### config.mk
export PLATFORM = sky130hd
export DESIGN_NAME = gemm_tile_seq_flat
export DESIGN_NICKNAME = d
export VERILOG_FILES = /design/src/rtl/gemm_tile_seq_if.sv /design/src/rtl/gemm_tile_seq.sv /design/src/flat_wrapper.sv
export SDC_FILE = /design/constraint.sdc
export NUM_CORES = 1
export LEC_CHECK = 0
export ABC_AREA = 1
export BUFFER_PORTS_ARGS = -buffer_cell sky130_fd_sc_hd__buf_2
export CORE_UTILIZATION = 40
export DETAILED_ROUTE_END_ITERATION = 8
export PLACE_DENSITY = 0.65
export SKIP_CTS_REPAIR_TIMING = 1
export SLEW_MARGIN = 20
export SYNTH_ARGS = -nofsm -noshare
export SYNTH_HDL_FRONTEND = slang
export SYNTH_SLANG_ARGS = --single-unit
### constraint.sdc
create_clock -name clk -period 1.54 [get_ports clk]
set_input_delay 0.231 -clock clk [delete_from_list [all_inputs] [get_ports clk]]
set_output_delay 0.231 -clock clk [all_outputs]
set_load 0.01 [all_outputs]
### src/rtl/gemm_tile_seq_if.sv
// Control/handshake bundle between the GEMM tile sequencer and its phase
// counter, PE array strobes and buffer address ports.
interface gemm_tile_seq_if #(
    parameter int CNT_WIDTH  = 4,
    parameter int TILE_WIDTH = 2
);
    logic                            start_i;
    logic                            stall_i;
    logic [CNT_WIDTH-1:0]            cnt_i;
    logic                            is_done_1_i;
    logic                            is_done_2_i;
    logic                            cnt_en_o;
    logic                            cnt_sel_o;
    logic                            w_load_o;
    logic [CNT_WIDTH+TILE_WIDTH-1:0] w_rd_addr_o;
    logic                            a_feed_o;
    logic [CNT_WIDTH+TILE_WIDTH-1:0] a_rd_addr_o;
    logic [TILE_WIDTH-1:0]           tile_idx_o;
    logic                            busy_o;
    logic                            done_o;

    modport master (
        output start_i, stall_i, cnt_i, is_done_1_i, is_done_2_i,
        input  cnt_en_o, cnt_sel_o, w_load_o, w_rd_addr_o, a_feed_o,
               a_rd_addr_o, tile_idx_o, busy_o, done_o
    );

    modport slave (
        input  start_i, stall_i, cnt_i, is_done_1_i, is_done_2_i,
        output cnt_en_o, cnt_sel_o, w_load_o, w_rd_addr_o, a_feed_o,
               a_rd_addr_o, tile_idx_o, busy_o, done_o
    );
endinterface

### src/rtl/gemm_tile_seq.sv
// GEMM tile sequencer: per tile, loads weights, feeds activations, then
// drains the systolic array; repeats for NUM_TILES tiles and pulses done_o.
//
// state | meaning
// IDLE  | waiting for start_i
// LOAD  | weight load, phase counter in LOAD-length mode
// FEED  | activation feed, phase counter in FEED-length mode
// DRAIN | array flush, internal down-counter runs DRAIN_CYC cycles
// DONE  | one-cycle done_o pulse, then back to IDLE
module gemm_tile_seq #(
    parameter int CNT_1      = 14,
    parameter int CNT_2      = 8,
    parameter int CNT_WIDTH  = 4,
    parameter int NUM_TILES  = 4,
    parameter int TILE_WIDTH = 2,
    parameter int DRAIN_CYC  = 4
) (
    input logic             clk,
    input logic             rst_n,
    gemm_tile_seq_if.slave  bus
);

    localparam int DRAIN_W = 4;
    localparam logic [TILE_WIDTH-1:0] LAST_TILE  = TILE_WIDTH'(NUM_TILES - 1);
    localparam logic [DRAIN_W-1:0]    DRAIN_INIT = DRAIN_W'(DRAIN_CYC - 1);

    if (CNT_1 < 1 || CNT_1 > 2**CNT_WIDTH || CNT_2 < 1 || CNT_2 > 2**CNT_WIDTH) begin : g_bad_cnt
        $error("gemm_tile_seq: phase lengths do not fit the counter width");
    end
    if (NUM_TILES < 1 || NUM_TILES > 2**TILE_WIDTH || DRAIN_CYC < 1 || DRAIN_CYC > 16) begin : g_bad_range
        $error("gemm_tile_seq: NUM_TILES or DRAIN_CYC out of range");
    end

    typedef enum logic [2:0] {
        ST_IDLE,
        ST_LOAD,
        ST_FEED,
        ST_DRAIN,
        ST_DONE
    } state_t;

    state_t                state_q, state_d;
    logic [TILE_WIDTH-1:0] tile_q, tile_d;
    logic [DRAIN_W-1:0]    drain_q, drain_d;
    logic                  phase_run;

    always_comb begin
        state_d = state_q;
        tile_d  = tile_q;
        drain_d = drain_q;
        unique case (state_q)
            ST_IDLE: begin
                if (bus.start_i) begin
                    state_d = ST_LOAD;
                    tile_d  = '0;
                end
            end
            ST_LOAD: begin
                if (bus.is_done_2_i) state_d = ST_FEED;
            end
            ST_FEED: begin
                if (bus.is_done_1_i) begin
                    state_d = ST_DRAIN;
                    drain_d = DRAIN_INIT;
                end
            end
            ST_DRAIN: begin
                // The drain counter only moves on non-stalled cycles.
                if (!bus.stall_i) begin
                    if (drain_q == '0) begin
                        if (tile_q == LAST_TILE) begin
                            state_d = ST_DONE;
                        end else begin
                            tile_d  = tile_q + 1'b1;
                            state_d = ST_LOAD;
                        end
                    end else begin
                        drain_d = drain_q - 1'b1;
                    end
                end
            end
            ST_DONE: state_d = ST_IDLE;
            default: state_d = ST_IDLE;
        endcase
    end

    always_ff @(posedge clk or negedge rst_n) begin
        if (!rst_n) begin
            state_q <= ST_IDLE;
            tile_q  <= '0;
            drain_q <= '0;
        end else begin
            state_q <= state_d;
            tile_q  <= tile_d;
            drain_q <= drain_d;
        end
    end

    assign phase_run       = ((state_q == ST_LOAD) || (state_q == ST_FEED)) && !bus.stall_i;
    assign bus.cnt_en_o    = phase_run;
    assign bus.cnt_sel_o   = (state_q == ST_LOAD);
    assign bus.w_load_o    = phase_run && (state_q == ST_LOAD);
    assign bus.a_feed_o    = phase_run && (state_q == ST_FEED);
    assign bus.w_rd_addr_o = {tile_q, bus.cnt_i};
    assign bus.a_rd_addr_o = {tile_q, bus.cnt_i};
    assign bus.tile_idx_o  = tile_q;
    assign bus.busy_o      = (state_q != ST_IDLE);
    assign bus.done_o      = (state_q == ST_DONE);

endmodule

### src/flat_wrapper.sv
// flat-port wrapper written by rule: the top's interface ports become plain ports
module gemm_tile_seq_flat 
#(
    parameter int CNT_1      = 14,
    parameter int CNT_2      = 8,
    parameter int CNT_WIDTH  = 4,
    parameter int NUM_TILES  = 4,
    parameter int TILE_WIDTH = 2,
    parameter int DRAIN_CYC  = 4
)
  (clk, rst_n, bus_start_i, bus_stall_i, bus_cnt_i, bus_is_done_1_i, bus_is_done_2_i, bus_cnt_en_o, bus_cnt_sel_o, bus_w_load_o, bus_w_rd_addr_o, bus_a_feed_o, bus_a_rd_addr_o, bus_tile_idx_o, bus_busy_o, bus_done_o);
  gemm_tile_seq_if #(.CNT_WIDTH(CNT_WIDTH), .TILE_WIDTH(TILE_WIDTH)) bus_i ();
  input logic clk;
  input logic rst_n;
  input wire logic [$bits(bus_i.start_i)-1:0] bus_start_i;
  input wire logic [$bits(bus_i.stall_i)-1:0] bus_stall_i;
  input wire logic [$bits(bus_i.cnt_i)-1:0] bus_cnt_i;
  input wire logic [$bits(bus_i.is_done_1_i)-1:0] bus_is_done_1_i;
  input wire logic [$bits(bus_i.is_done_2_i)-1:0] bus_is_done_2_i;
  output wire logic [$bits(bus_i.cnt_en_o)-1:0] bus_cnt_en_o;
  output wire logic [$bits(bus_i.cnt_sel_o)-1:0] bus_cnt_sel_o;
  output wire logic [$bits(bus_i.w_load_o)-1:0] bus_w_load_o;
  output wire logic [$bits(bus_i.w_rd_addr_o)-1:0] bus_w_rd_addr_o;
  output wire logic [$bits(bus_i.a_feed_o)-1:0] bus_a_feed_o;
  output wire logic [$bits(bus_i.a_rd_addr_o)-1:0] bus_a_rd_addr_o;
  output wire logic [$bits(bus_i.tile_idx_o)-1:0] bus_tile_idx_o;
  output wire logic [$bits(bus_i.busy_o)-1:0] bus_busy_o;
  output wire logic [$bits(bus_i.done_o)-1:0] bus_done_o;
  assign bus_i.start_i = bus_start_i;
  assign bus_i.stall_i = bus_stall_i;
  assign bus_i.cnt_i = bus_cnt_i;
  assign bus_i.is_done_1_i = bus_is_done_1_i;
  assign bus_i.is_done_2_i = bus_is_done_2_i;
  assign bus_cnt_en_o = bus_i.cnt_en_o;
  assign bus_cnt_sel_o = bus_i.cnt_sel_o;
  assign bus_w_load_o = bus_i.w_load_o;
  assign bus_w_rd_addr_o = bus_i.w_rd_addr_o;
  assign bus_a_feed_o = bus_i.a_feed_o;
  assign bus_a_rd_addr_o = bus_i.a_rd_addr_o;
  assign bus_tile_idx_o = bus_i.tile_idx_o;
  assign bus_busy_o = bus_i.busy_o;
  assign bus_done_o = bus_i.done_o;
  gemm_tile_seq #(.CNT_1(CNT_1), .CNT_2(CNT_2), .CNT_WIDTH(CNT_WIDTH), .NUM_TILES(NUM_TILES), .TILE_WIDTH(TILE_WIDTH), .DRAIN_CYC(DRAIN_CYC)) u_core (.clk(clk), .rst_n(rst_n), .bus(bus_i));
endmodule
==> results <==
- The total via count in the routed design is 625.
- Routability-driven placement finished with a final weighted congestion of 0.859.
- The number of nets still failing antenna checks after routing is 0.
- The number of setup violations in the final report is 0.
- The latest clock arrival within the worst-skew pair is 0.26 ns.
- For this run, the detailed router's first-pass iteration total came to 4.
- In the final design database the tool counted 127 nets.
- The number of sinks handled by clock tree synthesis is 9.
- During placement, the flow inserted port buffers numbering 17.
- Across the run, the number of max-cap violations was 0.
- Setup repair after global routing left no endpoint under its margin.
- The overall die width is 44.8 µm.
- The launch instance of the worst register-to-register path is u_core.state_q[0].
- After the flow finishes, the layout carries non-filler instances totaling 138.
- The element type at the critical path start is a register.
- The instance area after placement is 736 µm².
- The share of synthesized area in the top cell type comes to 30.8%.
- Grouping stages by cell kind, the critical path spends the most delay in flip-flops.
- Detailed placement ended at an HPWL of 1030 µm.
- The first global-routing pass estimated 2100 µm of wire.
- Setup slack on the worst reg-to-reg path comes out at 0.24 ns.
- The destination of the worst register-to-register timing path is u_core.bus.tile_idx_o[0].
- Setup total negative slack on the finished layout was measured at 0 ns.
- The die covers 2000 µm².
- CTS built an H-tree with a depth of 1.
- The TritonCTS buffer count is 3.
- Summed over all layers, the global routing overflow is 0.
- The total stage count of the critical path is 3.
- The number of cell instances on the worst register-to-register path is 6.
- The commonest non-fill, non-tap cell in the layout is sky130_fd_sc_hd__nand2_1.
- The total nets after synthesis is 114.
- The slew at the pin with the worst max-slew slack is 0.228 ns.
- The biggest area contributor in the post-synthesis netlist is sky130_fd_sc_hd__dfrtp_1.
- The cell area after synthesis is 732 µm².
- Using the TritonRoute via totals, the vias-per-cell ratio works out to 4.53.
- Dividing the final minimum period by the clock period gives 97.0%.
- The count of state elements after synthesis is 9.
- The largest individual stage delay along the critical path comes from the cell sky130_fd_sc_hd__dfrtp_2.
- The number of primary I/O pins is 30.
- The filler cells instantiated in the layout total 188.
- The row count is 15.
- The core area is 1730 µm².
- Cells with a size suffix above 1 make up 36.3% of the layout.
- Dividing total power by cell area gives a power density of 2170 nW/µm².
- For this run, the number of Yosys warnings is 0.
- Tracing the worst setup path back leads to its startpoint at u_core.state_q[0].
- The area growth from synthesis to layout is 12.1%.
- Counting along the longest clock path gives a buffer depth of 2.
- The endpoint type of the worst setup path is an output pin.
- After synthesis, flip-flops and latches occupy 30.8% of the total area.
- The completed layout was analyzed and its total power is 1.78 mW.
- In this run, the number of DRC markers left after iteration 0 of detailed routing was 19.
- The headroom to the max-slew limit is 84.8%.
- The minimum period implied by the final worst setup slack is 1.49 ns.
- The repair_antennas step left the layout with diodes totalling 0.
- Once placement completed, the tool counted placed cells totaling 129.
- The maximum single-stage delay on the critical path is 0.47 ns.
- Entering global routing, the biggest net connects 10 pins.
- The max-slew violation total from the final report is 0.
- The final setup skew is 0.00149 ns.
- The critical path contains buffers and inverters numbering 2 combined.
- The run finished with clean final reports.
- The final hold violation count is 0.
- Averaged over all synthesized cells, the footprint is 7.25 µm².
- In this run, distinct cell masters in the synthesized netlist total 22.
- The clock transition at the registers of the reported paths is 0.06 ns.
- The initial core utilization is 42.4%.
- Ranked by total cell area, the synthesized netlist is headed by sky130_fd_sc_hd__dfrtp_1 (31%), sky130_fd_sc_hd__buf_4 (12%), sky130_fd_sc_hd__nand2_1 (11%), sky130_fd_sc_hd__nand3_1 (5.5%), sky130_fd_sc_hd__ha_1 (5.1%).
- The vertical die dimension is 44.8 µm.
- The number of global-route vias before repair is 468.
- The top cell types in the final layout, fill and taps aside, are sky130_fd_sc_hd__nand2_1 (21), sky130_fd_sc_hd__buf_2 (17), sky130_fd_sc_hd__nor2_1 (10).
- The critical path capture point is bus_done_o.
- At the worst endpoint, the required time is 1.31 ns.
- Of all nets on the critical path, the largest fanout is 6.
- The peak clock frequency supported by timing is 670 MHz.
- The data arrival time of the critical path is 1.26 ns.
- The type of the most critical hold path is primary input to asynchronous set/reset pin.
- The post-detailed-route DRC marker count is 0.
- The wire length per cell is 10.3 µm.
- The TritonCTS clock tree is yes.
- Across every metal layer, demand over resource in global routing totals 14.9%.
- The post-route standard cell area excluding fillers is 821 µm².
- The static leakage is 0.462 nW.
- The signal on the critical path passes through buf_4 -> nor3_1 -> buf_2.
- The initial antenna violation count is 0.
- IR analysis of the VDD net gives a maximum drop of 0.000904 V.
- In the synthesized netlist, the number of instances is 101.
- The cell sitting at the root of the clock tree is a sky130_fd_sc_hd__clkbuf_4.
- The routed design has 1420 µm of wire.
- The type of the worst setup path is register to output pin.
## worst min-delay path by stage
stage,startpoint,to,slack (ns),depth (start not counted)
after floorplan,rst_n,u_core.bus.tile_idx_o[0],-0.06,0
after global placement,rst_n,u_core.drain_q[2],0.1,1
after detailed placement,rst_n,u_core.drain_q[2],0.10,1
after CTS,rst_n,u_core.state_q[2],-0.18,1
after global routing,rst_n,u_core.drain_q[2],0.36,2
final,rst_n,u_core.drain_q[2],0.35,2
## metal layers
layer | vias up | share of wire (%) | track usage (%)
li1 | 329 | - | -
met1 | 275 | 48 | 20.1
met2 | 19 | 45 | 22.1
met3 | 2 | 5.9 | 7.60
met4 | 0 | 0.63 | 1.82
met5 | - | 0 | 0
## per-stage QoR
step / hold WS (ns) / utilization (%) / setup WS (ns)
after global placement: 0.0998 / 42.6 / 0.238
after global routing: 0.364 / 47.5 / 0.00270
after detailed placement: 0.102 / 42.6 / 0.237
final: 0.352 / 47.5 / 0.0464
after CTS: -0.184 / 44.1 / -0.0714
after floorplan: -0.0646 / - / 0.331
## power breakdown
group          switching (mW)  internal, mW  leakage [nW]
combinational           0.655         0.453         0.335
sequential              0.134         0.350         0.112
clock                  0.0872         0.100        0.0150
## area by class of cell
class,count,area (µm²),area share (%)
Clock buffer,4,26.3,3.20
Timing Repair Buffer,22,125,15.2
Tap cell,25,31.3,3.81
Inverter,12,45.0,5.49
Multi-Input combinational cell,66,364,44.4
Sequential cell,9,229,27.9
## Yosys cell counts, drive strengths merged
library cell   n
nand4          1
inv           12
o21ai          7
nor2          14
nand3b         1
o21a           1
buf           14
nor3           1
a21oi          1
dfrtp          9
ha             3
xor2           1
nand2         27
nand3          9
## sequential cells by signal (all words and copies together), names as in the netlist
signal and flops:
u_core.drain_q 4, u_core.state_q 3, u_core.bus.tile_idx_o 2
## kinds of logic (layout without fill, tap and decap cells)
family | count (synthesis) | after routing | synth area share [%]
adder cells (fa/ha/maj) | 3 | 3 | 5.13
AND/OR/NAND/NOR | 53 | 53 | 34.9
AO/OA/AOI/OAI | 9 | 9 | 6.49
buffers and inverters | 26 | 38 | 21.5
flip-flops | 9 | 9 | 30.8
XOR/XNOR | 1 | 1 | 1.20
(Power assumes the default switching activity.)
